File: config.mk
export PLATFORM = sky130hd
export DESIGN_NAME = float_copro_arbiter
export DESIGN_NICKNAME = d
export VERILOG_FILES = /design/src/rtl/float_copro_arbiter.sv
export SDC_FILE = /design/constraint.sdc
export NUM_CORES = 1
export LEC_CHECK = 0
export CAP_MARGIN = 15
export CORE_UTILIZATION = 43
export CTS_CLUSTER_SIZE = 10
export DETAILED_ROUTE_END_ITERATION = 8
export PLACE_DENSITY = 0.91
export SETUP_SLACK_MARGIN = 0.05
export SLEW_MARGIN = 20
export SYNTH_ARGS = -nofsm -noshare
export SYNTH_HDL_FRONTEND = slang
export SYNTH_SLANG_ARGS = --single-unit
File: constraint.sdc
create_clock -name clk -period 2.9 [get_ports clk]
set_input_delay 0.435 -clock clk [delete_from_list [all_inputs] [get_ports clk]]
set_output_delay 0.435 -clock clk [all_outputs]
set_load 0.005 [all_outputs]
File: src/rtl/float_copro_arbiter.sv
// Round-robin arbiter sharing one multi-cycle float unit between two requesters.
// Define FLOAT_ARB_TIMEOUT_EN to enable the WAIT-state watchdog (abort after TIMEOUT cycles).
module float_copro_arbiter #(
   parameter int N_EXP   = 8,
   parameter int N_MANT  = 23,
   parameter int W       = 1 + N_EXP + N_MANT,
   parameter int TIMEOUT = 255
) (
   input  logic           clk,
   input  logic           nrst,
   input  logic [1:0]     req_valid_i,
   output logic [1:0]     req_ready_o,
   input  logic [3:0]     req_op_i,
   input  logic [2*W-1:0] req_a_i,
   input  logic [2*W-1:0] req_b_i,
   output logic [1:0]     rsp_valid_o,
   input  logic [1:0]     rsp_ready_i,
   output logic [W-1:0]   rsp_data_o,
   output logic           rsp_err_o,
   output logic           fu_start_o,
   output logic [1:0]     fu_op_o,
   output logic [W-1:0]   fu_a_o,
   output logic [W-1:0]   fu_b_o,
   input  logic           fu_done_i,
   input  logic [W-1:0]   fu_result_i
);

   typedef enum logic [1:0] {S_IDLE, S_ISSUE, S_WAIT, S_RESP} state_t;

   localparam logic [1:0]  OP_RSVD = 2'b11;
   localparam logic [15:0] TO_LAST = 16'(TIMEOUT - 1);

   state_t         state_q, state_d;
   logic           rr_q, rr_d;
   logic           owner_q, owner_d;
   logic [1:0]     op_q, op_d;
   logic [W-1:0]   a_q, a_d;
   logic [W-1:0]   b_q, b_d;
   logic [W-1:0]   data_q, data_d;
   logic           err_q, err_d;

   logic           winner;
   logic           accept;
   logic           timeout_hit;
   logic [1:0]     win_op;
   logic [W-1:0]   win_a;
   logic [W-1:0]   win_b;

   // Pointer only matters on contention; a lone requester always wins.
   assign winner = (req_valid_i == 2'b11) ? rr_q : req_valid_i[1];
   assign win_op = winner ? req_op_i[3:2]      : req_op_i[1:0];
   assign win_a  = winner ? req_a_i[2*W-1:W]   : req_a_i[W-1:0];
   assign win_b  = winner ? req_b_i[2*W-1:W]   : req_b_i[W-1:0];

   // nrst gating keeps req_ready low while reset is asserted.
   assign accept = nrst && (state_q == S_IDLE) && (req_valid_i != 2'b00);

`ifdef FLOAT_ARB_TIMEOUT_EN
   logic [15:0] wd_q, wd_d;

   always_comb begin
      wd_d = wd_q;
      if (state_q == S_ISSUE)
         wd_d = '0;
      else if (state_q == S_WAIT)
         wd_d = wd_q + 16'd1;
   end

   assign timeout_hit = (state_q == S_WAIT) && (wd_q == TO_LAST);

   always_ff @(posedge clk or negedge nrst) begin
      if (!nrst)
         wd_q <= '0;
      else
         wd_q <= wd_d;
   end
`else
   logic unused_timeout;

   assign timeout_hit    = 1'b0;
   assign unused_timeout = ^TO_LAST;
`endif

   always_comb begin
      state_d = state_q;
      rr_d    = rr_q;
      owner_d = owner_q;
      op_d    = op_q;
      a_d     = a_q;
      b_d     = b_q;
      data_d  = data_q;
      err_d   = err_q;
      unique case (state_q)
         S_IDLE: begin
            if (accept) begin
               owner_d = winner;
               rr_d    = ~winner;
               if (win_op == OP_RSVD) begin
                  data_d  = '0;
                  err_d   = 1'b1;
                  state_d = S_RESP;
               end else begin
                  op_d    = win_op;
                  a_d     = win_a;
                  b_d     = win_b;
                  state_d = S_ISSUE;
               end
            end
         end
         S_ISSUE: state_d = S_WAIT;
         S_WAIT: begin
            // A completion in the expiry cycle still delivers the real result.
            if (fu_done_i) begin
               data_d  = fu_result_i;
               err_d   = 1'b0;
               state_d = S_RESP;
            end else if (timeout_hit) begin
               data_d  = '0;
               err_d   = 1'b1;
               state_d = S_RESP;
            end
         end
         S_RESP: begin
            if (rsp_ready_i[owner_q])
               state_d = S_IDLE;
         end
         default: state_d = S_IDLE;
      endcase
   end

   always_ff @(posedge clk or negedge nrst) begin
      if (!nrst) begin
         state_q <= S_IDLE;
         rr_q    <= 1'b0;
         owner_q <= 1'b0;
         op_q    <= '0;
         a_q     <= '0;
         b_q     <= '0;
         data_q  <= '0;
         err_q   <= 1'b0;
      end else begin
         state_q <= state_d;
         rr_q    <= rr_d;
         owner_q <= owner_d;
         op_q    <= op_d;
         a_q     <= a_d;
         b_q     <= b_d;
         data_q  <= data_d;
         err_q   <= err_d;
      end
   end

   assign req_ready_o = accept ? (winner ? 2'b10 : 2'b01) : 2'b00;
   assign rsp_valid_o = (state_q == S_RESP) ? (owner_q ? 2'b10 : 2'b01) : 2'b00;
   assign rsp_data_o  = data_q;
   assign rsp_err_o   = err_q;
   assign fu_start_o  = (state_q == S_ISSUE);
   assign fu_op_o     = op_q;
   assign fu_a_o      = a_q;
   assign fu_b_o      = b_q;

endmodule
==> flow_summary.yaml <==
floorplanning:
  die_h_um: 112
  die-area_um2: 12600
  initial_core_util: 0.449
  placementRows: 39
  die_x_um: 112
  io_pins: 275
  core_area_um2: 11600
placed_design:
  hpwl_mm: 12.5
  portBuffers: 274
  gp_congestion: 0.859
worst_setup_path:
  worst-setup-path-type: "flip-flop to output pin"
  end_kind: "output pin"
  cp-start-kind: "flip-flop"
  worstPathRequired_ns: 2.47
  worstPathMaxFanout: 6
  r2r_slack_ns: 0.55
  arrival_ns: 2.08
route:
  via_count: 5084
  drc_errors: 20
  wl_per_cell_um: 17.8
  routed_via_density: 5.49
  final_antenna_net_count: 0
  firstDrtPassIters: 7
  drt_iter0_drc: 294
  routed_wl_mm: 16.5
logic_synthesis:
  synthArstFlopShare: 1.00
  postSynthCellCount: 523
  synth_warnings: 0
  synth_fp_nets: 699
  synth.most_common_cell: "dfrtp_1"
  synth_area_leaders: "dfrtp_1 49%, mux2i_1 13%, a21oi_1 8.0%"
  synthTopCellsByCount: "103 x dfrtp_1, 83 x a21oi_1, 68 x nor2_1, 67 x mux2i_1, 18 x clkbuf_1"
  synth_cell_types: 32
  synth_area_leader_cell: "dfrtp_1"
  synth_ff_type: "dfrtp_1"
  synth-edff-count: 0
  synth.top_cell.area_share: 0.494
  ys_ff_latch: 103
  ys_seq_area_frac: 0.494
  syn_area_per_cell_um2: 9.97
  synth_area_um2: 5210
finish:
  drive_gt1_frac: 0.0396
  finalNetCount: 954
  diodes: 0
  area.growth.synth_to_final_pct: 59.7
  final_core_util: 0.717
  fill_cells: 798
clock_tree:
  clk_pin_slew_ns: 0.07
  cts_resized: 0
  cts_root_buffer: "clkbuf_16"
  cts_max_path_buffers: 2
  clk_latency_ns: 0.33
  cts_tree: "built"
  post_cts.repair.setup_buffers: 0
  cts_sinks: 103
  cts_hold_buf: 0
  numCtsBuffers: 9
  htreeDepth: 3
power:
  p_clk_frac: 0.153
  p_int_mw: 4.88
  power.leakage_nw: 3.54
  swShare: 0.348
  max-vdd-ir-drop_v: 0.000630
  p_comb_frac: 0.501
  pwr-share-seq: 0.345
  power_switching_mw: 2.60
  powerDensity_nw_per_um2: 897
timing:
  period_share: 0.869
  fin_worst_skew_ns: 0.00979
  min_period_ns: 2.52
  setup_viol: 0
  finalSetupTns_ns: 0
  worstMarginPinSlew_ns: 0.781
  final-max-slew-violation-count: 0
  final-hold-violation-count: 0
  slew-limit-headroom: 0.480
  rsz0062_at_grt: "no"
  fmax_mhz: 397
grt:
  grt_max_degree: 67
  antenna_found_initial: 0
  grt_pass1_vias: 5325
  grt-ovfl-total: 0
  grt_use_total: 0.264
  grt_pass1_wl_mm: 26.4
min_path:
  min_path_type: "input port to async pin"
status:
  status: "complete, but fails checks"
  violations: "design-rule violations"
flow_run:
  timing.max_cap.violations: 0
-- per-layer routing --
metal / up-vias / share of wire / track usage / routed length [µm]
li1: 2402 / - / - / -
met1: 2410 / 0.36 / 0.295 / 6000
met2: 238 / 0.52 / 0.485 / 8640
met3: 34 / 0.081 / 0.0594 / 1330
met4: 0 / 0.031 / 0.108 / 505
met5: - / 0 / 0 / 0
-- kinds of logic after synthesis --
| family | synth area share |
|---|---|
| muxes | 0.129 |
| DFF | 0.494 |
| buffers and inverters | 0.0466 |
| adders and majority gates | 0.0120 |
| AOI/OAI and AO/OA | 0.190 |
| and+or+nand+nor | 0.128 |
-- registers in the layout, summed over array words and instances, names as in the netlist --
signal      cells
fu_op_o         2
fu_b_o         32
rr_q            1
fu_a_o         32
owner_q         1
state_q         2
rsp_data_o     32
rsp_err_o       1
-- power by group through the flow --
stage	clock (mW)	sequential (mW)	combinational, mW
finish	1.15	2.58	3.75
global route	1.23	2.66	4.07
CTS	1.17	2.57	3.77
detailed placement	0	2.59	3.75
global placement	0	2.54	3.56
floorplan	0	2.58	1.67
-- final timing paths --
path / end / cells past startpoint / startpoint
max: req_ready_o[1] / 5 / state_q[0]
min: fu_b_o[4] / 2 / nrst
max reg2reg: rsp_data_o[13] / 6 / state_q[0]
min reg2reg: rr_q / 2 / rr_q
max in group asynchronous: fu_a_o[21] / 2 / nrst
min in group clk: rr_q / 2 / rr_q
-- metrics by stage --
step	instances	hold slack, ns	power, mW	setup WS, ns	cell area (µm²)
2_1_floorplan	523	0.139	4.25	1.17	5210
3_3_place_gp	910	0.496	6.10	0.451	8050
3_5_place_dp	910	0.501	6.34	0.302	8050
4_1_cts	926	0.236	7.51	0.370	8330
5_1_grt	926	0.266	7.96	0.273	8330
6_report	926	0.232	7.47	0.380	8330
-- worst max-delay path, cell delays in order (launching register included) --
cell	delay, ns
dfrtp_1	0.41
inv_1	0.15
ha_1	0.27
o211ai_2	0.17
nor2_1	0.21
clkdlybuf4s50_1	0.54
-- layout by cell type, fill, tap and decap left out, types with 5 or more instances in the layout --
cell type and instances:
nor2_1 68, a31oi_1 13, a311o_1 12, buf_4 10
clkdlybuf4s50_1 273, o221ai_1 7, ha_1 5, a21oi_1 83
o211ai_1 14, clkbuf_16 9, nand2_1 15, a2bb2oi_1 7
and2_1 13, a32oi_1 7, inv_1 10, dfrtp_1 103
and3_1 12, mux2i_1 67, nand2b_1 15, nand3_1 14
-- final cells by class --
class                      count  area [µm²]  area share
multi-input combinational    369        2410       0.289
clock buffer                  12         246      0.0296
timing repair buffer         285        2850       0.342
inverter                      10        37.5     0.00451
sequential                   103        2580       0.310
clock inverter                 4        31.3     0.00376
tap                          143         179      0.0215
Power figures use the tool's default switching activity.
